`src/rtl/flatten_stage.sv`:
```
// flatten_stage: interleaves two layer-1 maxpool maps into the layer-2 flattened memory,
// one 2-cycle read/write pair per element.
module flatten_stage #(
   parameter int         N_SRC    = 1024,
   parameter logic [2:0] SEL_L1K0 = 3'b011,
   parameter logic [2:0] SEL_L1K1 = 3'b100,
   parameter logic [2:0] SEL_L2   = 3'b101
) (
   input  logic        clk,
   input  logic        reset,
   input  logic        start,
   input  logic [19:0] cdata_rd,
   output logic        crd,
   output logic [11:0] caddr_rd,
   output logic        cwr,
   output logic [11:0] caddr_wr,
   output logic [19:0] cdata_wr,
   output logic [2:0]  csel,
   output logic        busy,
   output logic        done
);
   typedef enum logic [1:0] {IDLE, READ, WRITE, DONE} state_t;
   localparam logic [11:0] K_LAST = 12'(2 * N_SRC - 1);
   state_t      r_state;
   logic [11:0] r_k;
   logic        r_crd, r_cwr, r_busy, r_done;
   logic [11:0] r_caddr_rd, r_caddr_wr;
   logic [19:0] r_cdata_wr;
   logic [2:0]  r_csel;
   logic [11:0] w_k_nxt;
   assign w_k_nxt  = r_k + 12'd1;
   assign crd      = r_crd;
   assign cwr      = r_cwr;
   assign caddr_rd = r_caddr_rd;
   assign caddr_wr = r_caddr_wr;
   assign cdata_wr = r_cdata_wr;
   assign csel     = r_csel;
   assign busy     = r_busy;
   assign done     = r_done;
   // Outputs for the next state are loaded on the transition edge, so every port is a flop.
   always_ff @(posedge clk or posedge reset)
      if (reset) begin
         r_state    <= IDLE;
         r_k        <= '0;
         r_crd      <= 1'b0;
         r_cwr      <= 1'b0;
         r_csel     <= '0;
         r_caddr_rd <= '0;
         r_caddr_wr <= '0;
         r_cdata_wr <= '0;
         r_busy     <= 1'b0;
         r_done     <= 1'b0;
      end else
         case (r_state)
            IDLE:
               if (start) begin
                  r_state    <= READ;
                  r_k        <= '0;
                  r_crd      <= 1'b1;
                  r_csel     <= SEL_L1K0;
                  r_caddr_rd <= '0;
                  r_busy     <= 1'b1;
               end
            READ: begin
               r_state    <= WRITE;
               r_crd      <= 1'b0;
               r_cwr      <= 1'b1;
               r_csel     <= SEL_L2;
               r_caddr_wr <= r_k;
               r_cdata_wr <= cdata_rd;
            end
            WRITE: begin
               r_cwr <= 1'b0;
               if (r_k == K_LAST) begin
                  r_state <= DONE;
                  r_csel  <= '0;
                  r_done  <= 1'b1;
               end else begin
                  r_state    <= READ;
                  r_k        <= w_k_nxt;
                  r_crd      <= 1'b1;
                  r_csel     <= w_k_nxt[0] ? SEL_L1K1 : SEL_L1K0;
                  r_caddr_rd <= {1'b0, w_k_nxt[11:1]};
               end
            end
            DONE: begin
               r_state <= IDLE;
               r_done  <= 1'b0;
               r_busy  <= 1'b0;
            end
            default: r_state <= IDLE;
         endcase
endmodule

```
`config.mk`:
```
export PLATFORM = sky130hd
export DESIGN_NAME = flatten_stage
export DESIGN_NICKNAME = d
export VERILOG_FILES = /design/src/rtl/flatten_stage.sv
export SDC_FILE = /design/constraint.sdc
export NUM_CORES = 1
export LEC_CHECK = 0
export CAP_MARGIN = 20
export CORE_ASPECT_RATIO = 1.75
export CORE_MARGIN = 5
export CORE_UTILIZATION = 50
export DETAILED_ROUTE_END_ITERATION = 10
export GPL_ROUTABILITY_DRIVEN = 0
export PLACE_DENSITY = 0.87
export SYNTH_ARGS = -nofsm -noshare
export SYNTH_HDL_FRONTEND = slang
export SYNTH_SLANG_ARGS = --single-unit
```
`constraint.sdc`:
```
create_clock -name clk -period 5.5 [get_ports clk]
set_clock_uncertainty 0.2 [all_clocks]
set_input_delay 0.825 -clock clk [delete_from_list [all_inputs] [get_ports clk]]
set_output_delay 0.825 -clock clk [all_outputs]
set_load 0.02 [all_outputs]
```
==> results of run 1 <==
-- state kept, by name, summed over array words and instances (netlist names), 2 cells and up --
register and flops:
cdata_wr 20, caddr_wr 12, r_k 11, csel 3, r_state 2
-- metal layers --
layer,track usage,part of all wire
met5,0,0
met4,0.07516,0.030
met3,0.02750,0.036
met2,0.3171,0.57
met1,0.1790,0.36
-- through the flow --
step / area [µm²] / instances / power [mW] / setup slack, ns
6_report: 3248 / 321 / 0.7256 / 3.019
5_1_grt: 3248 / 321 / 0.7491 / 2.912
4_1_cts: 3228 / 320 / 0.7317 / 3.003
3_5_place_dp: 3112 / 312 / 0.4654 / 2.760
3_3_place_gp: 3112 / 312 / 0.4640 / 2.809
2_1_floorplan: 2439 / 207 / 0.4308 / 3.189
-- area by class of cell --
type | instances | share of cell area
timing repair buffer | 74 | 0.2304
tap | 52 | 0.02003
clock buffer | 7 | 0.02658
sequential | 53 | 0.4083
clock inverter | 1 | 0.009245
multi-input combinational | 127 | 0.2974
inverter | 7 | 0.008089
-- cells by family (layout without fill, tap and decap cells) --
group / count (synthesis) / in the layout / synth area share
buffers and inverters: 27 / 89 / 0.06003
flip-flops: 53 / 53 / 0.5439
other: 1 / 1 / 0.001538
AO/OA/AOI/OAI: 25 / 25 / 0.07235
multiplexers: 35 / 35 / 0.1621
adder cells (fa/ha/maj): 5 / 5 / 0.02565
XOR/XNOR: 7 / 7 / 0.02514
AND/OR/NAND/NOR: 54 / 54 / 0.1093
-- worst max-delay path by stage --
stage | from | end | slack (ns) | cells past startpoint
floorplan | reset | busy | 3.19 | 1
global placement | start | r_k[10] | 2.81 | 6
detailed placement | start | r_k[10] | 2.76 | 6
CTS | r_k[3] | caddr_rd[2] | 3.00 | 1
global route | r_state[0] | r_k[10] | 2.91 | 7
finish | r_k[3] | caddr_rd[2] | 3.02 | 1
-- power groups by stage --
stage               logic [mW]  registers [mW]  clock network [mW]
finish                  0.0578           0.400               0.267
CTS                     0.0573           0.400               0.274
floorplan               0.0133           0.418                   0
detailed placement      0.0572           0.408                   0
global route            0.0623           0.401               0.285
global placement        0.0563           0.408                   0
-- cell usage in the layout (no fill, tap or decap), types with 4 or more instances in the layout --
| master | count |
|---|---|
| clkdlybuf4s50_1 | 72 |
| dfrtp_1 | 53 |
| mux2_2 | 33 |
| nor2_1 | 16 |
| nand2_1 | 14 |
| o21ai_0 | 7 |
| inv_1 | 6 |
| nand3_1 | 6 |
| a21oi_1 | 6 |
| clkbuf_8 | 6 |
| xor2_1 | 5 |
| ha_1 | 5 |
| and3_1 | 4 |
| nand4_1 | 4 |
| a22o_1 | 4 |
==> flow_summary.json, run 1 <==
{
  "cts_max_level": 2,
  "worst-path-buf-inv": 1,
  "synth_async_sr_flop_share": 1.000,
  "r2r-start": "r_state[0]",
  "cts_repair_resized_insts": 0,
  "worst_hold_path_type": "reg -> reg",
  "synth_top_flop_cell": "dfrtp_1",
  "final-setup-viol-count": 0,
  "tritoncts_clock_tree": "done",
  "p_switching_mw": 0.1477,
  "timing.critical_path.required_ns": 4.47,
  "ys_seq_elements": 53,
  "power_density_nw_per_um2": 223.4,
  "largest_net_degree_at_the_start_of_global_routing": 54,
  "ctsRootBufferMaster": "clkbuf_8",
  "clk_pin_slew_ns": 0.09,
  "drt-total-wl_mm": 5.165,
  "totalNegativeSetupSlack_ns": 0,
  "crit_end_element": "output pin",
  "path_cells": "clkdlybuf4s50_1",
  "r2r_cells": 7,
  "clock_latency_ns": 0.30,
  "first_pass_grt_wire_length_mm": 8.576,
  "holdPathStages": 2,
  "post_synth_main_area_contributors": "dfrtp_1 54%, mux2_2 15%, buf_4 3.7%",
  "worst_hold_slack_ns": 0.2955,
  "grt_antenna_before_repair": 0,
  "ir_drop_mv": 0.2161,
  "number_of_synthesized_flops_with_an_enable_pin": 0,
  "netSwitchingFraction": 0.2035,
  "nNetsFinal": 296,
  "clock.fmax_mhz": 403.1,
  "p_comb_frac": 0.080,
  "synthMostInstantiatedCell": "dfrtp_1",
  "critPathLaunchType": "flip-flop",
  "numPortBuffers": 72,
  "multi_input_area_um2": 965.9,
  "holdCritStartpoint": "crd",
  "cts_inserted_buffers": 5,
  "globalRoute.totalOverflow": 0,
  "die_area_um2": 6429,
  "drive_gt1_frac": 0.1747,
  "timing.final.max_slew_violations": 0,
  "max_slew_margin": 0.6429,
  "worstPathArrival_ns": 1.46,
  "number_of_synthesis_warnings": 0,
  "internal_power_mw": 0.5779,
  "r2r-end": "r_k[10]",
  "max_cap_viol_count": 0,
  "synth-seq-area-share": 0.5439,
  "synthesized_net_count": 235,
  "seqCellArea_um2": 1326,
  "synthTopCellsByCount": "53 x dfrtp_1, 33 x mux2_2, 16 x nor2_1, 14 x nand2_1, 12 x buf_4",
  "drt_first_iter_violations": 38,
  "period_needed_ns": 2.481,
  "clock_sink_count": 53,
  "post_synth.cell_area_avg_um2": 11.78,
  "top_level_ports": 74,
  "crit_path_max_fanout": 8,
  "cpLargestDelayFamily": "buffers and inverters",
  "regToRegSetupSlack_ns": 3.04,
  "number_of_global_route_vias_before_repair": 1822,
  "synthesis.instances": 207,
  "fp.coreArea_um2": 4707,
  "area.growth.synth_to_final_pct": 33.20,
  "grt_usage": 0.1671,
  "die_y_um": 102.4,
  "rsz_0062_raised_after_global_routing": "no",
  "wl_per_cell_um": 16.09,
  "antenna_left": 0,
  "final_hold_viol_count": 0,
  "antennaDiodeCount": 0,
  "worst_path_largest_cell_delay_ns": 0.67,
  "post_synth_instance_area_um2": 2439,
  "path_class": "reg -> out",
  "fp.dieW_um": 62.79,
  "postCtsSetupRepairBufs": 0,
  "part_of_the_power_in_registers": 0.552,
  "avgViaCountPerCell": 5.408,
  "cts_max_path_buffers": 2,
  "clock_power_share": 0.369,
  "utilization": 0.6901,
  "endpoint_of_the_worst_hold_path": "crd",
  "cts-hold-fix-buffers": 0,
  "number_of_distinct_library_cells_after_synthesis": 34,
  "placementRows": 33,
  "post-synth-top-area-cell": "dfrtp_1",
  "yosysTopAreaCellShare": 0.5439,
  "drt_pre_antenna_iters": 4,
  "detailed_place_hpwl_mm": 3.884,
  "leakage_power_summed_over_all_cells_nw": 1.438,
  "slowest_stage": "clkdlybuf4s50_1",
  "floorplan.initialDensity": 0.5181,
  "drc": 0,
  "fillers": 368,
  "run_status": "complete, no violations",
  "num_vias": 1736,
  "max_slew.worst_pin.slew_ns": 0.5356,
  "period_share": 0.4510
}
(Power assumes the default switching activity.)
==> run 2, diff against run 1 <==
CORE_UTILIZATION = 42   (was 50)
PLACE_DENSITY = 0.79   (was 0.87)
clock period = 2.2 ns   (was 5.5 ns; I/O delays follow)
==> flow_summary.json, run 2 (synthesized netlist as in run 1, its figures left out) <==
{
  "drt-total-wl_mm": 5.754,
  "clock_latency_ns": 0.31,
  "number_of_global_route_vias_before_repair": 1854,
  "mostFrequentLayoutCells": "72 x clkdlybuf4s50_1, 53 x dfrtp_1, 33 x mux2_2",
  "drive_gt1_frac": 0.2000,
  "grt_antenna_before_repair": 0,
  "p_switching_mw": 0.3948,
  "placed_cells_incl_taps": 343,
  "clock_power_share": 0.335,
  "top_level_ports": 74,
  "drc": 0,
  "ir_drop_mv": 0.3857,
  "worstPathArrival_ns": 2.06,
  "run_status": "complete, no violations",
  "avgViaCountPerCell": 5.088,
  "period_share": 0.9430,
  "critPathLaunchType": "flip-flop",
  "cts_inserted_buffers": 5,
  "drt_first_iter_violations": 75,
  "flip_flop_count_of_the_largest_register_after_layout": 20,
  "crit_end_element": "flip-flop",
  "slowest_stage": "dfrtp_1",
  "clock_sink_count": 53,
  "internal_power_mw": 1.330,
  "detailed_place_hpwl_mm": 4.425,
  "mostFrequentLayoutCell": "clkdlybuf4s50_1",
  "max_slew_margin": 0.6481,
  "area.growth.synth_to_final_pct": 35.66,
  "regToRegSetupSlack_ns": 0.13,
  "grt_usage": 0.1672,
  "timing.final.max_slew_violations": 0,
  "finalPower_mw": 1.724,
  "netSwitchingFraction": 0.2290,
  "cts_max_path_buffers": 2,
  "fp.coreArea_um2": 5630,
  "clk_pin_slew_ns": 0.10,
  "path_cells": "inv_1 -> ha_1 -> mux2i_2 -> or2_4 -> a2111oi_4 -> xnor2_1 -> nor2_1",
  "path_class": "reg -> reg",
  "clock.fmax_mhz": 482.0,
  "utilization": 0.5876,
  "timing.critical_path.required_ns": 2.19,
  "worst_path_largest_cell_delay_ns": 0.41,
  "worst_hold_path_type": "in -> async",
  "crit_path_max_fanout": 6,
  "globalRoute.totalOverflow": 0,
  "tritoncts_clock_tree": "done",
  "largest_net_degree_at_the_start_of_global_routing": 37,
  "final-setup-viol-count": 0,
  "max_slew.worst_pin.slew_ns": 0.5238,
  "fp.dieW_um": 67.60,
  "numPortBuffers": 72,
  "die_area_um2": 7490,
  "fillers": 501,
  "crit_path_start": "r_state[0]",
  "final_cells": 351,
  "postCtsSetupRepairBufs": 0,
  "cts_max_level": 2,
  "nNetsFinal": 302,
  "antenna_left": 0,
  "r2r-start": "r_state[0]",
  "p_comb_frac": 0.085,
  "max_cap_viol_count": 0,
  "ctsRootBufferMaster": "clkbuf_8",
  "final_hold_viol_count": 0,
  "leakage_power_summed_over_all_cells_nw": 1.461,
  "wl_per_cell_um": 16.39,
  "power_density_nw_per_um2": 521.3,
  "num_vias": 1786,
  "period_needed_ns": 2.075,
  "drt_pre_antenna_iters": 4,
  "antennaDiodeCount": 0,
  "rsz_0062_raised_after_global_routing": "no",
  "first_pass_grt_wire_length_mm": 9.528,
  "part_of_the_power_in_registers": 0.580,
  "die_y_um": 110.8,
  "floorplan.initialDensity": 0.4331,
  "placementRows": 36,
  "totalNegativeSetupSlack_ns": 0
}
run 2: worst max-delay path: cells and delay by family, from the launching register on:
family / cells / cell delay [ns]
XOR/XNOR: 1 / 0.17
AO/OA/AOI/OAI: 1 / 0.34
adder cells (fa/ha/maj): 1 / 0.27
multiplexers: 1 / 0.17
AND/OR/NAND/NOR: 2 / 0.31
flip-flops: 1 / 0.41
buffers and inverters: 1 / 0.09
run 2: cell type report:
type | instances | area, µm² | area share
clock buffers | 6 | 82.58 | 0.02496
flip-flops and latches | 53 | 1326 | 0.4009
well taps | 76 | 95.09 | 0.02874
inverters | 7 | 26.28 | 0.007943
multi-input cells | 127 | 970.9 | 0.2935
clock inverters | 2 | 13.76 | 0.004160
repair buffers | 80 | 793.3 | 0.2398
run 2: metrics by stage:
step                      cell area [µm²]  worst slack [ns]  hold slack [ns]
after floorplan                      2439            0.2110           0.2817
after global placement               3207            0.1312           0.2822
after detailed placement             3207           0.06667           0.2894
after CTS                            3303            0.1168           0.1285
after global routing                 3308           0.01052           0.1442
final                                3308            0.1255           0.1132
run 2: power by group through the flow:
| stage | clock network, mW | registers [mW] | logic (mW) |
|---|---|---|---|
| after floorplan | 0 | 1.04 | 0.0332 |
| after global placement | 0 | 1.02 | 0.146 |
| after detailed placement | 0 | 1.02 | 0.149 |
| after CTS | 0.590 | 1.00 | 0.149 |
| after global routing | 0.639 | 1.00 | 0.156 |
| final | 0.578 | 1.00 | 0.146 |
run 2: worst paths after layout:
kind	endpoint	depth (start not counted)
worst max-delay path	r_k[10]	7
worst min-delay path	cdata_wr[7]	2
worst max register to register	r_k[10]	7
worst min register to register	crd	2
max in group asynchronous	csel[2]	3
min in group clk	crd	2
run 2: what timing repair did:
item,in CTS,in global routing
hold buffers,0,0
endpoints found under the setup margin,0,3
gates resized for setup,0,1
hold endpoints to repair,0,0
run 2: routing by layer:
metal  global-route usage  vias to the layer above  wire (µm)
met5                    0                        -          0
met2               0.3116                       42       3394
li1                     -                      842          -
met4              0.05691                        0         80
met3              0.02840                        6        184
met1               0.1790                      896       2095
